[src/rtl/shift_rows_stream.sv]
// Streaming Rijndael ShiftRows / InvShiftRows for NB = 4..8 columns, with a
// 2-entry output FIFO decoupling both handshakes and a wrapping block counter.
module shift_rows_stream #(
  parameter int NB    = 4,
  parameter int CNT_W = 16
) (
  input  logic              clk,
  input  logic              rst_n,
  input  logic              in_valid,
  output logic              in_ready,
  input  logic              in_inv,
  input  logic [32*NB-1:0]  in_data,
  output logic              out_valid,
  input  logic              out_ready,
  output logic [32*NB-1:0]  out_data,
  output logic [CNT_W-1:0]  blk_cnt
);

  localparam int W = 32 * NB;

  if (NB < 4 || NB > 8) begin : g_bad_nb
    $error("shift_rows_stream: NB must be in 4..8");
  end

  // Rijndael row rotation amounts; wide blocks use larger offsets on rows 2/3.
  function automatic int row_off(input int r, input int nb);
    case (r)
      0:       row_off = 0;
      1:       row_off = 1;
      2:       row_off = (nb == 8) ? 3 : 2;
      3:       row_off = (nb >= 7) ? 4 : 3;
      default: row_off = 0;
    endcase
  endfunction

  logic [W-1:0]     w_fwd;
  logic [W-1:0]     w_inv;
  logic [W-1:0]     w_xf;
  logic             w_push;
  logic             w_pop;
  logic [1:0]       w_cnt_nxt;

  logic [W-1:0]     r_mem [2];
  logic [1:0]       r_count;
  logic             r_wr_ptr;
  logic             r_rd_ptr;
  logic             r_in_ready;
  logic             r_out_valid;
  logic [CNT_W-1:0] r_blk_cnt;

  for (genvar r = 0; r < 4; r++) begin : g_row
    for (genvar c = 0; c < NB; c++) begin : g_col
      localparam int OFF = row_off(r, NB);
      localparam int SF  = (c + OFF) % NB;
      localparam int SI  = (c - OFF + NB) % NB;
      assign w_fwd[W-1-32*c-8*r -: 8] = in_data[W-1-32*SF-8*r -: 8];
      assign w_inv[W-1-32*c-8*r -: 8] = in_data[W-1-32*SI-8*r -: 8];
    end
  end

  assign w_xf   = in_inv ? w_inv : w_fwd;
  assign w_push = in_valid & r_in_ready;
  assign w_pop  = r_out_valid & out_ready;

  // Next FIFO occupancy; simultaneous push and pop leave it unchanged.
  always_comb begin
    w_cnt_nxt = r_count;
    case ({w_push, w_pop})
      2'b10:   w_cnt_nxt = r_count + 2'd1;
      2'b01:   w_cnt_nxt = r_count - 2'd1;
      default: w_cnt_nxt = r_count;
    endcase
  end

  // FIFO storage, pointers, handshake flags and block counter.
  always_ff @(posedge clk or negedge rst_n) begin
    if (!rst_n) begin
      r_mem[0]    <= '0;
      r_mem[1]    <= '0;
      r_count     <= 2'd0;
      r_wr_ptr    <= 1'b0;
      r_rd_ptr    <= 1'b0;
      r_in_ready  <= 1'b1;
      r_out_valid <= 1'b0;
      r_blk_cnt   <= '0;
    end else begin
      r_count     <= w_cnt_nxt;
      r_in_ready  <= (w_cnt_nxt != 2'd2);
      r_out_valid <= (w_cnt_nxt != 2'd0);
      if (w_push) begin
        r_mem[r_wr_ptr] <= w_xf;
        r_wr_ptr        <= ~r_wr_ptr;
      end
      if (w_pop) begin
        r_rd_ptr  <= ~r_rd_ptr;
        r_blk_cnt <= r_blk_cnt + {{(CNT_W-1){1'b0}}, 1'b1};
      end
    end
  end

  assign in_ready  = r_in_ready;
  assign out_valid = r_out_valid;
  assign out_data  = r_mem[r_rd_ptr];
  assign blk_cnt   = r_blk_cnt;

endmodule

[config.mk]
export PLATFORM = sky130hd
export DESIGN_NAME = shift_rows_stream
export DESIGN_NICKNAME = d
export VERILOG_FILES = /design/src/rtl/shift_rows_stream.sv
export SDC_FILE = /design/constraint.sdc
export NUM_CORES = 1
export LEC_CHECK = 0
export ABC_AREA = 0
export BUFFER_PORTS_ARGS = -buffer_cell sky130_fd_sc_hd__buf_2
export CAP_MARGIN = 0
export CORE_ASPECT_RATIO = 0.5
export CORE_MARGIN = 3
export CORE_UTILIZATION = 30
export CTS_CLUSTER_DIAMETER = 80
export DETAILED_ROUTE_END_ITERATION = 10
export SYNTH_ARGS = -nofsm -noshare
export SYNTH_HDL_FRONTEND = slang
export SYNTH_SLANG_ARGS = --single-unit
[constraint.sdc]
create_clock -name clk -period 1.9 [get_ports clk]
set_input_delay 0.38 -clock clk [delete_from_list [all_inputs] [get_ports clk]]
set_output_delay 0.38 -clock clk [all_outputs]
set_load 0.02 [all_outputs]
# [Yosys cells after proc, flatten, opt, wreduce, memory -nomap -nowiden]
# Index checks and enable logic that the tools add are counted.
# Widths: inputs -> output; s select.
[totals] register_bits=278 latchBits=0 ramBits=0 rom_bits=0 inputBits=133 out_inout_bits=146 word_cells=33 n_memories=0
[classes] addsub=3 mul=0 div=0 magnitude_cmp=3 n_eq_ne=3 shifts=0 mux=8 bitwise_logic=6 n_reduce_logical=2
[op_table] cell="$mux 128" n=4
[op_table] cell="$bwmux 256" n=1
[op_table] cell="$demux 128 s1" n=1
[op_table] cell="$mux 120" n=1
[op_table] cell="$add 16x1->16 const B" n=1
[op_table] cell="$ge 2x2->1 const B" n=2
[op_table] cell="$not 1->2" n=2
[op_table] cell="$pmux 2 s2" n=1
[op_table] cell="$add 2x1->2 const B" n=1
[op_table] cell="$and 1x1->1" n=2
[op_table] cell="$eq 2x1->1 const B" n=1
[op_table] cell="$eq 2x2->1 const B" n=1
[op_table] cell="$lt 2x1->1 const B" n=1
[op_table] cell="$ne 2x2->1 const B" n=1
[op_table] cell="$not 1->1" n=2
[op_table] cell="$reduce_bool 2->1" n=1
[op_table] cell="$sub 2x1->2 const B" n=1
[op_table] cell="$logic_and 1x1->1" n=1

# [Logic depth before layout (Yosys ltp)]
# Gate-level depths: netlist (run 1).
[logic_depth] depth_word=6 ltp_mapped=7 ltp_nobuf=7

# [Worst setup path before layout (run 1)]
# OpenSTA, ideal clock, no wires.
[synth_path] path_kind="reg2reg" from="register r_in_ready, in the netlist in_ready" to="register r_mem[136] (netlist name)" setup_time_ns=0.125 arrival_ns=1.497 setup_slack_ns=0.278 path_stages_with_launch=6 cell_sequence="dfstp_2 -> nand2_1 -> or2_4 -> buf_6 -> buf_6 -> mux2_4"
[synth_between] elab_chain_cells=1
[synth_rtl] element="from (decl)" line_no="47" source="logic r_in_ready;"
[synth_rtl] element="from (signal assigned)" line_no="88" source="r_in_ready <= (w_cnt_nxt != 2'd2);"
[synth_rtl] element="$and 1x1->1" line_no="62" source="assign w_push = in_valid & r_in_ready;"
[synth_rtl] element="to (signal, indexed assignment)" line_no="91" source="r_mem[r_wr_ptr] <= w_xf;"
[synth_rtl] element="to (decl)" line_no="43" source="logic [W-1:0] r_mem [2];"
# Every way passes these cells.
# A chain may end at the register's enable or synchronous reset.

# [Worst setup path after layout (run 1)]
[layout_path] from="register r_rd_ptr" to="output port out_data[64]"
[layout_between] elab_chain_cells=4
[layout_rtl] element="from (decl)" line_no="46" source="logic r_rd_ptr;"
[layout_rtl] element="from (signal assigned)" line_no="95" source="r_rd_ptr <= ~r_rd_ptr;"
[layout_rtl] element="$not 1->2 (not written as such)" line_no="103" source="assign out_data = r_mem[r_rd_ptr];"
[layout_rtl] element="$mux 128 (not written as such) (3 in series)" line_no="103"
[layout_rtl] element="to (decl)" line_no="15" source="output logic [32*NB-1:0] out_data,"
# Every way passes these cells. The select of a mux whose other input is x is not followed.

==> results of run 1 <==
-- power breakdown --
group          switching, mW  internal, mW  total (mW)
registers               1.57          8.77        10.3
clock network           2.39          3.70        6.09
logic                   7.97          8.58        16.5
-- sequential cells by signal, indices dropped and copies added (netlist names) --
| name | flops |
|---|---|
| r_mem | 256 |
| r_wr_ptr | 1 |
| in_ready | 1 |
| blk_cnt | 16 |
| r_rd_ptr | 1 |
| r_count | 2 |
| out_valid | 1 |
-- layout by cell type, fill, tap and decap left out, types with 7 or more instances in the layout --
cell       synthesis  routed
nand2_1          139     139
buf_12             0      20
buf_6             16      70
clkbuf_16          0      37
mux2i_1           64      64
buf_4              0      27
dfrtp_1          277     276
o21ai_1           21      21
mux2_2           193     171
clkinv_2           0       7
o21ai_0          107     107
xnor2_1           14      14
buf_2             28     197
mux2_4            64      86
-- what timing repair did --
action | CTS | global route
setup endpoints to repair | 128 | 128
gates resized for setup | 46 | 149
gates cloned | 3 | 10
setup buffers | 4 | 2
endpoints found under the hold margin | 37 | 0
hold buffers | 1 | 0
-- per-stage QoR --
step / hold slack (ns) / power, mW / cell area, sq um
after floorplan: 0.0844 / 19.7 / 12600
after global placement: 0.326 / 23.9 / 14700
after detailed placement: 0.318 / 24.0 / 14700
after CTS: 0.0341 / 31.1 / 16000
after global routing: 0.0477 / 34.8 / 16700
final: 0.0701 / 33.0 / 16700
-- layout make-up --
cell class                      count  area, sq um  share of cell area
Antenna cell                        4         10.0            0.000599
Clock buffer                       37          816              0.0488
Clock inverter                     15          209              0.0125
Inverter                            2         7.51            0.000449
Multi-Input combinational cell    628         5340               0.320
Sequential cell                   278         6960               0.417
Tap cell                          540          676              0.0404
Timing Repair Buffer              327         2690               0.161
-- worst max-delay path: stages (launching register included) --
cell	delay, ns
dfrtp_4	0.55
buf_12	0.18
clkbuf_16	0.17
mux2_4	0.31
buf_6	0.14
-- cells by family after synthesis --
logic type,after synthesis,synth area share
AOI/OAI and AO/OA,128,0.0508
and+or+nand+nor,158,0.0505
muxes,321,0.300
adders and majority gates,2,0.00199
buffers and inverters,65,0.0317
DFF,278,0.552
xor gates and xnor gates,19,0.0132
-- routing by layer --
layer	routed length (um)	track usage	vias up
li1	-	-	3980
met1	13300	0.163	4193
met5	39	0	-
met3	804	0.0248	53
met4	957	0.0476	6
met2	18200	0.263	79
-- worst max-delay path by stage --
stage          cells after the start            to  slack (ns)
2_1_floorplan                      5    r_mem[136]        0.28
3_3_place_gp                       3  out_data[80]        0.18
3_5_place_dp                       3  out_data[80]        0.18
4_1_cts                            3  out_data[80]       -0.40
5_1_grt                            4  out_data[28]       -0.44
6_report                           4  out_data[64]       -0.38
==> summary.md, run 1 <==
| Metric | Value |
|---|---|
| Slew @ Worst Pin | 0.434 ns |
| Maximum vdd drop | 816 uV |
| DP Wirelength | 22.3 mm |
| R2R Setup Slk | 0.15 ns |
| Hold Violations, Final | 0 |
| Clock tree sinks | 278 |
| Nets | 1,400 |
| Minimum clock period | 2.28 ns |
| Root Buffer | clkbuf_16 |
| Setup Skew | 0.00730 ns |
| Synth cell count leaders | dfrtp_1, mux2_2, nand2_1 |
| Ports | 279 |
| Routed WL | 33.4 mm |
| Unique masters post-synth | 24 |
| Crit Path Class | register to output port |
| Post-Syn Area | 12,600 sq um |
| Max Clock Freq | 438 MHz |
| Total core area | 40,900 sq um |
| Number of synthesized flops with an enable pin | 0 |
| Worst hold stages | 2 |
| PortBufs | 278 |
| Sequential area share after synthesis | 0.552 |
| Max FO, Critical Path | 8 |
| Relative slew slack | 0.711 |
| Power Density | 1970 nW/um^2 |
| Antenna violations before repair | 7 |
| Violated checks | setup timing |
| RSZ-0062 raised after global routing | yes |
| Max Cap Violations | 0 |
| Placed Cells | 1,756 |
| Worst Hold Endpoint | r_mem[138] |
| Clk slew on worst S/H paths | 0.07 ns |
| Synthesized net count | 1,106 |
| Leakage | 8.09 nW |
| Largest net degree at the start of global routing | 70 |
| Die height | 151 um |
| Final Cycle Share | 1.20 |
| Critical R2R Capture | r_mem[198] |
| Global Route Usage Sum | 0.140 |
| Startpoint Class | register |
| Ys async rst share | 1.00 |
| Total gr overflow | 0 |
| Worst setup margin | -0.384 ns |
| First-pass GRT wire length | 49.4 mm |
| Setup_tns | -42.18 ns |
| Crit. Startpoint | r_rd_ptr |
| Worst r2r src | in_ready |
| # H-tree levels | 1 |
| Setup WS pre-CTS | 0.181 ns |
| Synth top area share | 0.550 |
| CTS Buffer Depth | 3 |
| GP Congestion | 0.768 |
| Most numerous cell in the Yosys netlist | dfrtp_1 |
| Die footprint | 44,600 sq um |
| Clk_lat worst skew | 0.55 ns |
| Proportion of layout cells with a drive suffix above 1 | 0.496 |
| Vias in the first global route | 8,638 |
| FP Rows | 52 |
| Seq cells post-synth | 278 |
| Setup violators final | 128 |
| Routed WL per cell | 18.2 um |
| TritonRoute pass-1 iters | 4 |
| Top FF cell, synth | dfrtp_1 |
| Antenna Nets Post-Route | 0 |
| Mean Syn Cell Area | 13.0 sq um |
| Final Util | 0.408 |
| DRC violations left | 0 |
| HP Class | primary input to register |
| Synth top area cells | dfrtp_1, mux2_2, mux2_4, mux2i_1, o21ai_0 |
| Crit end category | output port |
| Synthesized instance count | 971 |
| Final std cells w/o fill | 1,831 |
| CTS Buf Count | 28 |
| Hold Crit Start | in_data[74] |
| CTS tree | yes |
| Status | finished with violations |
| Worst Path Required | 1.52 ns |
| Via Count | 8,311 |
| R2R cell count | 6 |
| Worst endpoint data arrival time | 1.90 ns |
| # fillers | 3,856 |
| Vias per cell | 4.54 |
| Initial DRC Count | 306 |
| Starting Density | 0.308 |
| Biggest area consumer among synthesized cells | dfrtp_1 |
| Yosys warns | 0 |
| Slew Limit Fails | 0 |
| Die width | 296 um |
| Area Growth Syn to Fin | 32.6% |
(Power assumes the default switching activity.)
==> inputs of run 2 (changes only) <==
--- a/config.mk
+++ b/config.mk
@@ -8,7 +8,7 @@
 export ABC_AREA = 0
 export BUFFER_PORTS_ARGS = -buffer_cell sky130_fd_sc_hd__buf_2
 export CAP_MARGIN = 0
-export CORE_ASPECT_RATIO = 0.5
+export CORE_ASPECT_RATIO = 2
 export CORE_MARGIN = 3
 export CORE_UTILIZATION = 30
 export CTS_CLUSTER_DIAMETER = 80
==> run 2 against run 1 <==
Effect of this change: the flow still finishes with violations (setup timing); sequential power barely moved; sequential share of layout area rose by 1.1 points; non-clock buffer count rose by 6; via count rose by 2.2%; hold slack got worse by 0.0034 ns; final cell count barely moved; global-route usage rose by 0.20 points; wire length fell by 0.28%; first-iteration DRC count fell by 22%; clock skew rose by 0.016 ns; die area did not move; largest power group unchanged.
==> summary.md, run 2 (synthesis results as in run 1) <==
| Metric | Value |
|---|---|
| Initial DRC Count | 240 (-22%) |
| Critical R2R Capture | r_mem[207] |
| Power Density | 1920 nW/um^2 (-2.5%) |
| Worst path bufs/invs | 3 (unchanged) |
| Antenna violations before repair | 5 (-2) |
| Area Growth Syn to Fin | 29.1% |
| Slowest cell on crit path | dfrtp_4 |
| Vias per cell | 4.64 (+2.2%) |
| Die height | 296 um (+96%) |
| Ports | 279 (unchanged) |
| Setup Skew | 0.0228 ns (+0.0155 ns) |
| Hold Violations, Final | 0 (unchanged) |
| # fillers | 3,969 (+2.9%) |
| Nets | 1,405 (+0.36%) |
| Minimum clock period | 2.26 ns (-0.0243 ns) |
| Starting Density | 0.305 (-0.00245) |
| Max Clock Freq | 442 MHz (+1.1%) |
| Root Buffer | clkbuf_16 |
| Total gr overflow | 0 (unchanged) |
| RSZ-0062 raised after global routing | yes |
| Proportion of layout cells with a drive suffix above 1 | 0.491 (-0.00465) |
| Max Cap Violations | 0 (unchanged) |
| CTS Buf Count | 27 (-3.6%) |
| Worst hold stages | 2 (unchanged) |
| Worst setup margin | -0.360 ns (+0.0243 ns) |
| Vias in the first global route | 9,103 (+5.4%) |
| Biggest register | r_mem |
| Worst-path cell chain | buf_12 > buf_16 > mux2_2 > buf_4 |
| Largest net degree at the start of global routing | 61 (-13%) |
| Routed WL per cell | 18.2 um (-0.23%) |
| Routed WL | 33.3 mm (-0.28%) |
| CP peak stage delay | 0.44 ns (-0.11 ns) |
| Leakage | 7.88 nW (-2.6%) |
| Status | finished with violations |
| Delay-heaviest family, CP | buffers and inverters |
| # H-tree levels | 1 (unchanged) |
| Slew Limit Fails | 0 (unchanged) |
| Clk_lat worst skew | 0.56 ns (about the same) |
| FP Rows | 105 (+100%) |
| GP Congestion | 0.791 (+3.0%) |
| HP Class | primary input to register |
| Setup violators final | 128 (unchanged) |
| Crit end category | output port |
| R2R cell count | 4 (-2) |
| TritonRoute pass-1 iters | 4 (unchanged) |
| Total core area | 41,300 sq um (+0.80%) |
| Slew @ Worst Pin | 0.439 ns (+0.00475 ns) |
| Worst Hold Endpoint | r_mem[189] |
| PortBufs | 278 (unchanged) |
| Hold Crit Start | in_data[61] |
| Setup_tns | -40.90 ns (+1.28 ns) |
| Maximum vdd drop | 1120 uV (+37%) |
| Violated checks | setup timing |
| Antenna Nets Post-Route | 0 (unchanged) |
| Via Count | 8,490 (+2.2%) |
| Die footprint | 44,600 sq um (unchanged) |
| Most common cell after layout, fill and taps aside | dfrtp_1 |
| Max FO, Critical Path | 11 (+3) |
| Final Cycle Share | 1.19 (-0.0128) |
| Die width | 151 um (-49%) |
| Startpoint Class | register |
| CTS tree | yes |
| DP Wirelength | 23.2 mm (+3.9%) |
| Worst Path Required | 1.52 ns (about the same) |
| Crit Path Class | register to output port |
| Relative slew slack | 0.707 (-0.00317) |
| First-pass GRT wire length | 50.1 mm (+1.6%) |
| Setup WS pre-CTS | 0.127 ns (-0.0532 ns) |
| R2R Setup Slk | 0.14 ns (about the same) |
| Clock tree sinks | 278 (unchanged) |
| DRC violations left | 0 (unchanged) |
| Clk slew on worst S/H paths | 0.06 ns (about the same) |
| CTS Buffer Depth | 3 (unchanged) |
| Most frequent cells in the layout | dfrtp_1, buf_2, mux2_2 |
| Worst endpoint data arrival time | 1.88 ns (-0.02 ns) |
| Worst r2r src | in_ready |
| Largest register FFs | 256 (unchanged) |
| Global Route Usage Sum | 0.142 (+0.00198) |
-- run 2: per-layer routing --
layer | up-vias | wire (um) | track usage
met2 | 228 | 18200 | 0.266
met3 | 62 | 1510 | 0.0194
met1 | 4201 | 12100 | 0.152
met4 | 0 | 1380 | 0.0760
met5 | - | 0 | 0
li1 | 3999 | - | -
-- run 2: worst max path at each step --
| stage | from | to | slack, ns | cells past startpoint |
|---|---|---|---|---|
| after floorplan | in_ready | r_mem[136] | 0.28 | 5 |
| after global placement | r_rd_ptr | out_data[35] | 0.12 | 4 |
| after detailed placement | r_rd_ptr | out_data[35] | 0.13 | 4 |
| after CTS | r_rd_ptr | out_data[105] | -0.46 | 5 |
| after global routing | r_rd_ptr | out_data[36] | -0.43 | 4 |
| final | r_rd_ptr | out_data[36] | -0.36 | 4 |
-- run 2: area by class of cell --
cell class	count	area [sq um]	share of cell area
Sequential cell	278	6960	0.428
Multi-Input combinational cell	628	5280	0.325
Timing Repair Buffer	333	2430	0.150
Clock buffer	41	778	0.0478
Tap cell	535	669	0.0412
Clock inverter	7	120	0.00739
Antenna cell	6	15.0	0.000923
Inverter	2	7.51	0.000462
-- run 2: stage by stage --
step                area [sq um]  hold WS [ns]  cells  power (mW)  utilization
finish                     16300        0.0667   1830        31.3        0.394
global route               16300        0.0453   1829        33.1        0.394
CTS                        16000        0.0232   1818        31.1        0.388
detailed placement         14800         0.349   1764        24.4        0.360
global placement           14800         0.341   1764        24.1        0.360
floorplan                  12600        0.0844    971        19.7            -
-- run 2: worst register-to-register path, delay by kind of cell (launching register included) --
| family | cells | cell delay [ns] |
|---|---|---|
| multiplexers | 1 | 0.38 |
| AND/OR/NAND/NOR | 2 | 0.46 |
| flip-flops | 1 | 0.57 |
| buffers and inverters | 1 | 0.22 |
-- run 2: power breakdown --
group / leakage, nW / total (mW) / switching, mW / internal (mW)
registers: 3.38 / 10.3 / 1.55 / 8.77
logic: 4.07 / 15.4 / 7.75 / 7.67
clock network: 0.434 / 5.55 / 2.33 / 3.23
total: 7.88 / 31.3 / 11.6 / 19.7
-- run 2: timing repair --
item | in CTS | in global routing
hold buffers | 1 | 0
endpoints found under the hold margin | 34 | 0
gates resized for setup | 62 | 36
cloned | 2 | 5
endpoints found under the setup margin | 128 | 128
setup buffers | 4 | 2
